## src/rtl/irq_hub_pkg.sv

```systemverilog
// irq_hub_pkg
//   Shared definitions for the interrupt hub: register map, handshake FSM
//   state encoding and the width of the tick divider.
//   No ports.
package irq_hub_pkg;

    localparam logic [1:0] REG_MASK = 2'd0;
    localparam logic [1:0] REG_PEND = 2'd1;
    localparam logic [1:0] REG_MODE = 2'd2;
    localparam logic [1:0] REG_TICK = 2'd3;

    localparam int TICK_CNT_W = 32;

    typedef enum logic [1:0] {
        IDLE = 2'd0,
        REQ  = 2'd1,
        GAP  = 2'd2
    } irq_state_e;

endpackage

```

## src/rtl/irq_tick_gen.sv

```systemverilog
// irq_tick_gen
//   Periodic tick source. A counter runs 0..div_i-1 and tick_o pulses for
//   one cycle each time it wraps. div_i = 0 parks the counter and silences
//   the tick; restart_i forces the counter back to 0.
// Ports:
//   clk_i      system clock
//   rst_i      synchronous active-high reset
//   div_i      period in clock cycles (0 = off)
//   restart_i  restart the count from 0
//   tick_o     one-cycle pulse per period (registered)
module irq_tick_gen
    import irq_hub_pkg::*;
(
    input  logic                  clk_i,
    input  logic                  rst_i,
    input  logic [TICK_CNT_W-1:0] div_i,
    input  logic                  restart_i,
    output logic                  tick_o
);

    logic [TICK_CNT_W-1:0] cnt_q, cnt_d;
    logic                  tick_q, tick_d;

    always_comb begin
        cnt_d  = cnt_q;
        tick_d = 1'b0;
        if (restart_i || (div_i == '0)) begin
            cnt_d = '0;
        end else if (cnt_q >= div_i - 1'b1) begin
            // >= rather than == so that shrinking div_i below the running
            // count wraps immediately instead of counting through 2^32.
            cnt_d  = '0;
            tick_d = 1'b1;
        end else begin
            cnt_d = cnt_q + 1'b1;
        end
    end

    always_ff @(posedge clk_i) begin
        if (rst_i) begin
            cnt_q  <= '0;
            tick_q <= 1'b0;
        end else begin
            cnt_q  <= cnt_d;
            tick_q <= tick_d;
        end
    end

    assign tick_o = tick_q;

endmodule

```

## src/rtl/irq_hub.sv

```systemverilog
// irq_hub
//   Interrupt aggregator: NUM_IRQ maskable sources, each edge- or
//   level-triggered, presented to the CPU as one fixed-priority vector
//   (lowest index wins) over a req/ack handshake. Programmed through a
//   4-entry register port (MASK, PENDING, MODE, TICK_DIV).
//   Build option IRQ_HUB_TICK_EN: source NUM_IRQ-1 is driven by an internal
//   periodic tick (irq_tick_gen) instead of src_i[NUM_IRQ-1].
//
//   state | meaning
//   IDLE  | no request outstanding, waiting for an enabled pending source
//   REQ   | irq_req_o high, irq_vec_o frozen until irq_ack_i
//   GAP   | one cycle with irq_req_o low after an ack, then re-evaluate
//
// Ports:
//   clk_i      system clock
//   rst_i      synchronous active-high reset
//   src_i      interrupt source lines
//   irq_req_o  request to the CPU
//   irq_vec_o  index of the requested source (valid with irq_req_o)
//   irq_ack_i  CPU acknowledge, single-cycle pulse
//   wr_i       register write strobe
//   addr_i     register select
//   wdata_i    write data
//   rdata_o    registered read data
module irq_hub
    import irq_hub_pkg::*;
#(
    parameter int NUM_IRQ = 8,
`ifdef IRQ_HUB_TICK_EN
    parameter int unsigned TICK_DIV_RST = 50000,
`endif
    localparam int VEC_W = $clog2(NUM_IRQ)
) (
    input  logic               clk_i,
    input  logic               rst_i,
    input  logic [NUM_IRQ-1:0] src_i,
    output logic               irq_req_o,
    output logic [VEC_W-1:0]   irq_vec_o,
    input  logic               irq_ack_i,
    input  logic               wr_i,
    input  logic [1:0]         addr_i,
    input  logic [31:0]        wdata_i,
    output logic [31:0]        rdata_o
);

    irq_state_e         state_q, state_d;
    logic [VEC_W-1:0]   vec_q, vec_d;
    logic [NUM_IRQ-1:0] mask_q, mode_q, pending_q, src_q;
    logic [NUM_IRQ-1:0] mask_d, mode_d, pending_d;
    logic [31:0]        rdata_q, rdata_d;

    logic [NUM_IRQ-1:0] rise, mode_eff, clr, eff_set;
    logic [VEC_W-1:0]   win_idx;
    logic               win_vld;
    logic               ack_fire;

    logic               wr_mask, wr_pend, wr_mode, wr_tick;

    assign wr_mask = wr_i && (addr_i == REG_MASK);
    assign wr_pend = wr_i && (addr_i == REG_PEND);
    assign wr_mode = wr_i && (addr_i == REG_MODE);
    assign wr_tick = wr_i && (addr_i == REG_TICK);

    // Sinks bits that some builds leave unread (upper wdata bits, the
    // external line shadowed by the tick source).
    logic unused_bits;
    assign unused_bits = ^{wdata_i, src_i, src_q};

    // ---------------------------------------------------------------
    // Tick source
    // ---------------------------------------------------------------
`ifdef IRQ_HUB_TICK_EN
    logic [TICK_CNT_W-1:0] tick_div_q;
    logic                  tick;

    always_ff @(posedge clk_i) begin
        if (rst_i) begin
            tick_div_q <= TICK_CNT_W'(TICK_DIV_RST);
        end else if (wr_tick) begin
            tick_div_q <= wdata_i;
        end
    end

    irq_tick_gen u_tick (
        .clk_i     (clk_i),
        .rst_i     (rst_i),
        .div_i     (tick_div_q),
        .restart_i (wr_tick),
        .tick_o    (tick)
    );
`else
    logic unused_wr_tick;
    assign unused_wr_tick = wr_tick;
`endif

    // ---------------------------------------------------------------
    // Source conditioning and pending bits
    // ---------------------------------------------------------------
    always_comb begin
        rise     = src_i & ~src_q;
        mode_eff = mode_q;
`ifdef IRQ_HUB_TICK_EN
        // The tick is already a one-cycle pulse; use it directly as the set
        // event so back-to-back ticks (TICK_DIV=1) are not merged.
        rise[NUM_IRQ-1]     = tick;
        mode_eff[NUM_IRQ-1] = 1'b0;
`endif
    end

    assign ack_fire = (state_q == REQ) && irq_ack_i;

    always_comb begin
        clr = '0;
        if (ack_fire) begin
            clr[vec_q] = 1'b1;
        end
        if (wr_pend) begin
            clr = clr | wdata_i[NUM_IRQ-1:0];
        end
        // Set after clear: a fresh edge survives a same-cycle clear.
        // Level bits simply track the line and ignore clears.
        pending_d = (mode_eff & src_i) | (~mode_eff & ((pending_q & ~clr) | rise));
    end

    assign mask_d = wr_mask ? wdata_i[NUM_IRQ-1:0] : mask_q;
    assign mode_d = wr_mode ? wdata_i[NUM_IRQ-1:0] : mode_q;

    always_ff @(posedge clk_i) begin
        if (rst_i) begin
            src_q     <= '0;
            pending_q <= '0;
            mask_q    <= '0;
            mode_q    <= '0;
        end else begin
            src_q     <= src_i;
            pending_q <= pending_d;
            mask_q    <= mask_d;
            mode_q    <= mode_d;
        end
    end

    // ---------------------------------------------------------------
    // Fixed priority: lowest index wins
    // ---------------------------------------------------------------
    assign eff_set = pending_q & mask_q;
    assign win_vld = |eff_set;

    always_comb begin
        win_idx = '0;
        for (int i = NUM_IRQ - 1; i >= 0; i--) begin
            if (eff_set[i]) begin
                win_idx = VEC_W'(i);
            end
        end
    end

    // ---------------------------------------------------------------
    // Handshake FSM
    // ---------------------------------------------------------------
    always_ff @(posedge clk_i) begin
        if (rst_i) begin
            state_q <= IDLE;
            vec_q   <= '0;
        end else begin
            state_q <= state_d;
            vec_q   <= vec_d;
        end
    end

    always_comb begin
        state_d = state_q;
        vec_d   = vec_q;
        case (state_q)
            // GAP re-evaluates directly so the next request can follow the
            // single low cycle without an extra IDLE cycle.
            IDLE, GAP: begin
                if (win_vld) begin
                    state_d = REQ;
                    vec_d   = win_idx;
                end else begin
                    state_d = IDLE;
                end
            end
            REQ: begin
                if (irq_ack_i) begin
                    state_d = GAP;
                end
            end
            default: state_d = IDLE;
        endcase
    end

    always_comb begin
        irq_req_o = (state_q == REQ);
        irq_vec_o = vec_q;
    end

    // ---------------------------------------------------------------
    // Register read port
    // ---------------------------------------------------------------
    always_comb begin
        rdata_d = '0;
        case (addr_i)
            REG_MASK: rdata_d[NUM_IRQ-1:0] = mask_q;
            REG_PEND: rdata_d[NUM_IRQ-1:0] = pending_q;
            REG_MODE: rdata_d[NUM_IRQ-1:0] = mode_q;
`ifdef IRQ_HUB_TICK_EN
            REG_TICK: rdata_d = tick_div_q;
`endif
            default:  rdata_d = '0;
        endcase
    end

    always_ff @(posedge clk_i) begin
        if (rst_i) begin
            rdata_q <= '0;
        end else begin
            rdata_q <= rdata_d;
        end
    end

    assign rdata_o = rdata_q;

endmodule

```

## config.mk

```make
export PLATFORM = sky130hd
export DESIGN_NAME = irq_hub
export DESIGN_NICKNAME = d
export VERILOG_FILES = /design/src/rtl/irq_hub_pkg.sv /design/src/rtl/irq_tick_gen.sv /design/src/rtl/irq_hub.sv
export SDC_FILE = /design/constraint.sdc
export NUM_CORES = 1
export LEC_CHECK = 0
export BUFFER_PORTS_ARGS = -buffer_cell sky130_fd_sc_hd__buf_2
export CAP_MARGIN = 10
export CELL_PAD_IN_SITES_DETAIL_PLACEMENT = 1
export CELL_PAD_IN_SITES_GLOBAL_PLACEMENT = 1
export CORE_ASPECT_RATIO = 0.5
export CORE_MARGIN = 2
export CORE_UTILIZATION = 35
export DETAILED_ROUTE_END_ITERATION = 12
export PLACE_DENSITY = 0.87
export SYNTH_ARGS = -nofsm -noshare
export SYNTH_HDL_FRONTEND = slang
export SYNTH_SLANG_ARGS = --single-unit
```

## constraint.sdc

```tcl
create_clock -name clk_i -period 1.9 [get_ports clk_i]
set_clock_uncertainty 0.15 [all_clocks]
set_input_delay 0.19 -clock clk_i [delete_from_list [all_inputs] [get_ports clk_i]]
set_output_delay 0.19 -clock clk_i [all_outputs]
set_load 0.03 [all_outputs]
```

==> results.yml, run 1 <==
run_status:
  run_status: "finished, final reports clean"
clocking:
  clock-sinks: 45
  cts_hold_buf: 0
  cts_resized: 0
  cts_setup_buffers: 0
  clk_path_buf_depth: 2
  clk_pin_slew_ps: 60
  numCtsBuffers: 5
  cts-root-buf: "clkbuf_16"
  cts_tree: "built"
  clock_latency_ps: 280
  htreeDepth: 2
drt:
  drt_iter0_drc: 99
  via_count: 1751
  routedWlPerCell_um: 16.1
  wl_um: 5620
  drc: 0
  via_per_inst: 5.00
  antenna_left: 0
  dr.pass1.iters: 4
power:
  switching_share_pct: 26.7
  p_leak_nw: 1.12
  p_total_mw: 2.26
  p_clk_share_pct: 40.1
  p_switching_mw: 0.604
  intPower_mw: 1.66
  power.density_mw_per_mm2: 918
  p_seq_share_pct: 46.2
  comb_power_share_pct: 13.7
  ir_drop_mv: 0.320
synth:
  async_flop_share_pct: 0
  syn_inst: 235
  synthFlopType: "dfxtp_1"
  synth_warnings: 0
  synth_top_cell_by_area: "dfxtp_1"
  yosysSeqAreaShare_pct: 42.3
  ys_ff_latch: 45
  syn_area_per_cell_um2: 9.06
  netlist_area_mm2: 0.00213
  synth_top_area_share_pct: 42.3
  yosys-top-cells-area: "dfxtp_1 (42%), mux2i_1 (11%), buf_4 (8.5%), nor2_1 (6.9%), nor2b_1 (3.5%)"
  synth_edf_count: 0
  synth.distinct_cells: 31
sta:
  slew_headroom_pct: 65.3
  fin_tns_setup_ps: 0
  rsz0062_at_grt: "no"
  min_period_over_period_pct: 88.5
  fmax_mhz: 595
  finalCriticalPeriod_ps: 1680
  worst_pin_slew_ps: 521
  drv_slew: 0
  finalHoldViolCount: 0
  finalSetupViolations: 0
die:
  die_y_um: 59.1
  start_util_pct: 35.6
  die_area_mm2: 0.00676
  rows: 20
  boundaryPins: 82
  dieWidth_um: 114
  core_mm2: 0.00598
setup_path:
  r2r-start: "pending_q[3]$_SDFF_PP0_"
  worstPathArrival_ps: 1710
  path_class: "flop to flop"
  reg2reg_depth: 3
  rr_endpoint: "irq_vec_o[0]$_SDFFE_PP0P_"
  cp-start-kind: "flop"
  cp.required_ps: 1930
  critical_path_peak_fanout: 5
  reg2reg_slack_ps: 220
  critPathCaptureType: "flop"
grt:
  antenna_found_initial: 0
  gr-total-overflow: 0
  grt_pass1_vias: 1828
  grt_pass1_wl_um: 9070
  grt_max_degree: 26
  grt_usage_pct: 17.3
finish:
  layout_commonest_cell: "dfxtp_1"
  num_antenna_cells: 0
  fin_nets: 318
  final_util_pct: 41.2
  drive_gt1_share_pct: 22.0
  area_growth_pct: 15.8
  final_cell_mix: "dfxtp_1 (45), nor2_1 (39), buf_2 (33)"
  design_area_mm2: 0.00246
placement:
  port_buffers: 33
  finalWeightedCongestion: 0.835
  hpwlAfterDp_um: 4040
  place_area_mm2: 0.00231
min_path:
  min_from: "src_i[0]"
  hold-path-endpoint: "src_q[0]$_SDFF_PP0_"
  min-delay-path-class: "primary input to flop"
  hold_depth: 2
run:
  max_cap_violations: 0
[cells by family after synthesis]
logic type / synth area share (%)
buffers and inverters: 13.3
flip-flops: 42.3
multiplexers: 11.3
other: 0.176
AO/OA/AOI/OAI: 14.5
AND/OR/NAND/NOR: 18.4
[Yosys cell counts, drive strengths merged, types with 2 or more instances]
library cell	count
nor3	2
or3b	6
a32o	2
nand2b	3
a221o	6
nand2	11
a2111oi	2
buf	31
dfxtp	45
clkbuf	5
o21ai	6
a21oi	13
nor2	39
nand3	2
inv	10
a22oi	4
nand3b	2
a22o	2
nor2b	12
mux2i	24
[worst max-delay path by stage]
stage,from,depth (start not counted),end,slack [ps]
final,pending_q[3]$_SDFF_PP0_,3,irq_vec_o[0]$_SDFFE_PP0P_,220
after global routing,pending_q[3]$_SDFF_PP0_,3,irq_vec_o[0]$_SDFFE_PP0P_,80
after CTS,pending_q[3]$_SDFF_PP0_,3,irq_vec_o[0]$_SDFFE_PP0P_,240
after detailed placement,pending_q[3]$_SDFF_PP0_,3,irq_vec_o[0]$_SDFFE_PP0P_,280
after global placement,addr_i[1],5,pending_q[6]$_SDFF_PP0_,390
after floorplan,state_q[0]$_SDFFE_PP0P_,4,state_q[0]$_SDFFE_PP0P_,430
[routing by layer]
layer | vias up | track usage (%) | share of wire (%)
met5 | - | 0 | 0
met4 | 0 | 6.45 | 1.3
met3 | 7 | 3.58 | 6.2
met2 | 61 | 30.4 | 48
met1 | 857 | 21.4 | 45
li1 | 826 | - | -
[final cells by class]
cell class	instances	area [um2]
Clock inverter	1	5.00
Inverter	10	37.5
Sequential cell	45	901
Timing Repair Buffer	43	240
Fill cell	700	3520
Clock buffer	7	153
Multi-Input combinational cell	167	1030
Tap cell	77	96.3
[through the flow]
| step | instances | worst slack (ps) | hold WS, ps |
|---|---|---|---|
| after global placement | 342 | 390 | 282 |
| final | 350 | 218 | 18.0 |
| after CTS | 350 | 238 | 16.5 |
| after floorplan | 258 | 433 | 184 |
| after global routing | 350 | 77.3 | 27.0 |
| after detailed placement | 342 | 285 | 302 |
[worst max-delay path: stages, from the launching register on]
cell and delay, ps:
dfxtp_1 350, a22oi_1 470, a41oi_1 280, o32ai_1 320
[power by group through the flow]
| stage | sequential (mW) | combinational [mW] | clock [mW] |
|---|---|---|---|
| floorplan | 1.06 | 0.251 | 0 |
| global placement | 1.06 | 0.291 | 0 |
| detailed placement | 1.06 | 0.304 | 0 |
| CTS | 1.04 | 0.309 | 0.922 |
| global route | 1.05 | 0.334 | 0.963 |
| finish | 1.05 | 0.310 | 0.906 |
[flip-flops by register name (all words and copies together) (netlist names)]
name	flops
irq_vec_o	3
mask_q	8
mode_eff	8
pending_q	8
rdata_o	8
src_q	8
state_q	2
(Power assumes the default switching activity.)
==> inputs of run 2 (changes only) <==
--- a/config.mk
+++ b/config.mk
@@ -13,6 +13,7 @@
 export CORE_MARGIN = 2
 export CORE_UTILIZATION = 35
 export DETAILED_ROUTE_END_ITERATION = 12
+export HOLD_SLACK_MARGIN = 0.1
 export PLACE_DENSITY = 0.87
 export SYNTH_ARGS = -nofsm -noshare
 export SYNTH_HDL_FRONTEND = slang
==> run 2 against run 1 <==
  * Cell count is 4.9% higher
  * Combinational power is 13% higher
  * Sequential power hardly changed
  * Hold slack better by 170 ps
  * Sequential cell count stayed put
  * Fmax is 2.1% lower
  * Register-to-register slack worse by 40 ps
  * Die area stayed put
  * Setup slack worse by 36 ps
==> results.yml, run 2 (same netlist as run 1, synthesis figures left out) <==
finish:
  final_cell_mix: "dfxtp_1 (45), nor2_1 (39), buf_2 (33)"
  num_antenna_cells: 0
  final_util_pct: 44.0
  area_growth_pct: 23.8
  drive_gt1_share_pct: 20.7
  layout_commonest_cell: "dfxtp_1"
  fin_nets: 335
setup_path:
  critical_path_peak_fanout: 5
  cp_num_buf_inv: 0
  cp_slowest_cell: "a22oi_1"
  cp_slowest_stage_delay_ps: 520
  critPathCaptureType: "flop"
  cp-startpoint: "pending_q[3]$_SDFF_PP0_"
  path_class: "flop to flop"
  critPathTopFamily: "compound AO/OA/AOI/OAI gates"
  cp-start-kind: "flop"
  r2r-start: "pending_q[3]$_SDFF_PP0_"
  cp.required_ps: 1930
  worstPathCellList: "a22oi_1 > a41oi_1 > o32ai_1"
  worstPathArrival_ps: 1750
drt:
  antenna_left: 0
  drt_iter0_drc: 88
  dr.pass1.iters: 4
  routed.top_layer: "met4"
  drc: 0
  via_count: 1883
  routedWlPerCell_um: 18.2
  wl_met3_um: 384
  wl_met1_um: 2980
  wl_um: 6670
  via_per_inst: 5.13
  dr_wl_met2_um: 3110
placement:
  port_buffers: 33
  hpwlAfterDp_um: 4040
  finalWeightedCongestion: 0.835
power:
  p_seq_share_pct: 45.4
  switching_share_pct: 27.3
  power.density_mw_per_mm2: 877
  intPower_mw: 1.68
  p_leak_nw: 1.19
  p_switching_mw: 0.630
  comb_power_share_pct: 15.1
  p_clk_share_pct: 39.5
  ir_drop_mv: 0.323
die:
  start_util_pct: 35.6
  core_mm2: 0.00598
  dieWidth_um: 114
  die_y_um: 59.1
  boundaryPins: 82
  rows: 20
  die_area_mm2: 0.00676
sta:
  drv_slew: 0
  finalCriticalPeriod_ps: 1720
  fmax_mhz: 582
  worst_pin_slew_ps: 580
  slew_headroom_pct: 61.3
  min_period_over_period_pct: 90.4
  rsz0062_at_grt: "no"
  finalHoldViolCount: 0
  finalSetupViolations: 0
  fin_tns_setup_ps: 0
clocking:
  cts_resized: 0
  numCtsBuffers: 5
  clock_latency_ps: 290
  clk_path_buf_depth: 2
  cts_tree: "built"
  cts-root-buf: "clkbuf_16"
  clk_pin_slew_ps: 60
  cts_setup_buffers: 0
  cts_hold_buf: 17
  htreeDepth: 2
  clock-sinks: 45
grt:
  grt_pass1_wl_um: 10500
  grt_max_degree: 26
  grt_pass1_vias: 1975
  grt_usage_pct: 20.7
  antenna_found_initial: 0
  gr-total-overflow: 0
run:
  max_cap_violations: 0
min_path:
  min-delay-path-class: "primary input to flop"
  min_from: "rst_i"
run_status:
  run_status: "finished, final reports clean"
## run 2: worst paths after layout
path	endpoint	slack (ps)	cells past startpoint
setup reg to reg	irq_vec_o[0]$_SDFFE_PP0P_	180	3
hold / removal	mode_eff[2]$_SDFFE_PP0P_	190	2
setup / recovery	irq_vec_o[0]$_SDFFE_PP0P_	180	3
hold reg to reg	pending_q[1]$_SDFF_PP0_	340	3
## run 2: per-layer routing
layer,up-vias,GRT usage (%)
met1,929,25.8
met4,0,8.36
li1,858,-
met3,19,5.62
met2,77,34.6
met5,-,0
## run 2: layout make-up
| type | instances | area [um2] |
|---|---|---|
| Inverter | 10 | 37.5 |
| Multi-Input combinational cell | 167 | 1030 |
| Timing Repair Buffer | 60 | 410 |
| Clock buffer | 7 | 153 |
| Tap cell | 77 | 96.3 |
| Fill cell | 705 | 3350 |
| Clock inverter | 1 | 5.00 |
| Sequential cell | 45 | 901 |
## run 2: power groups by stage
stage               clock network, mW  registers, mW  logic [mW]
global placement                    0           1.06       0.291
finish                          0.911           1.05       0.349
floorplan                           0           1.06       0.251
CTS                             0.922           1.04       0.336
detailed placement                  0           1.06       0.304
global route                    0.979           1.05       0.372
## run 2: metrics by stage
step	area [um2]	total power, mW	std cells	hold WS (ps)	setup slack (ps)
4_1_cts	2630	2.30	367	190	238
2_1_floorplan	2210	1.31	258	184	433
5_1_grt	2630	2.40	367	215	99.0
6_report	2630	2.31	367	193	182
3_3_place_gp	2310	1.35	342	282	390
3_5_place_dp	2310	1.37	342	302	285
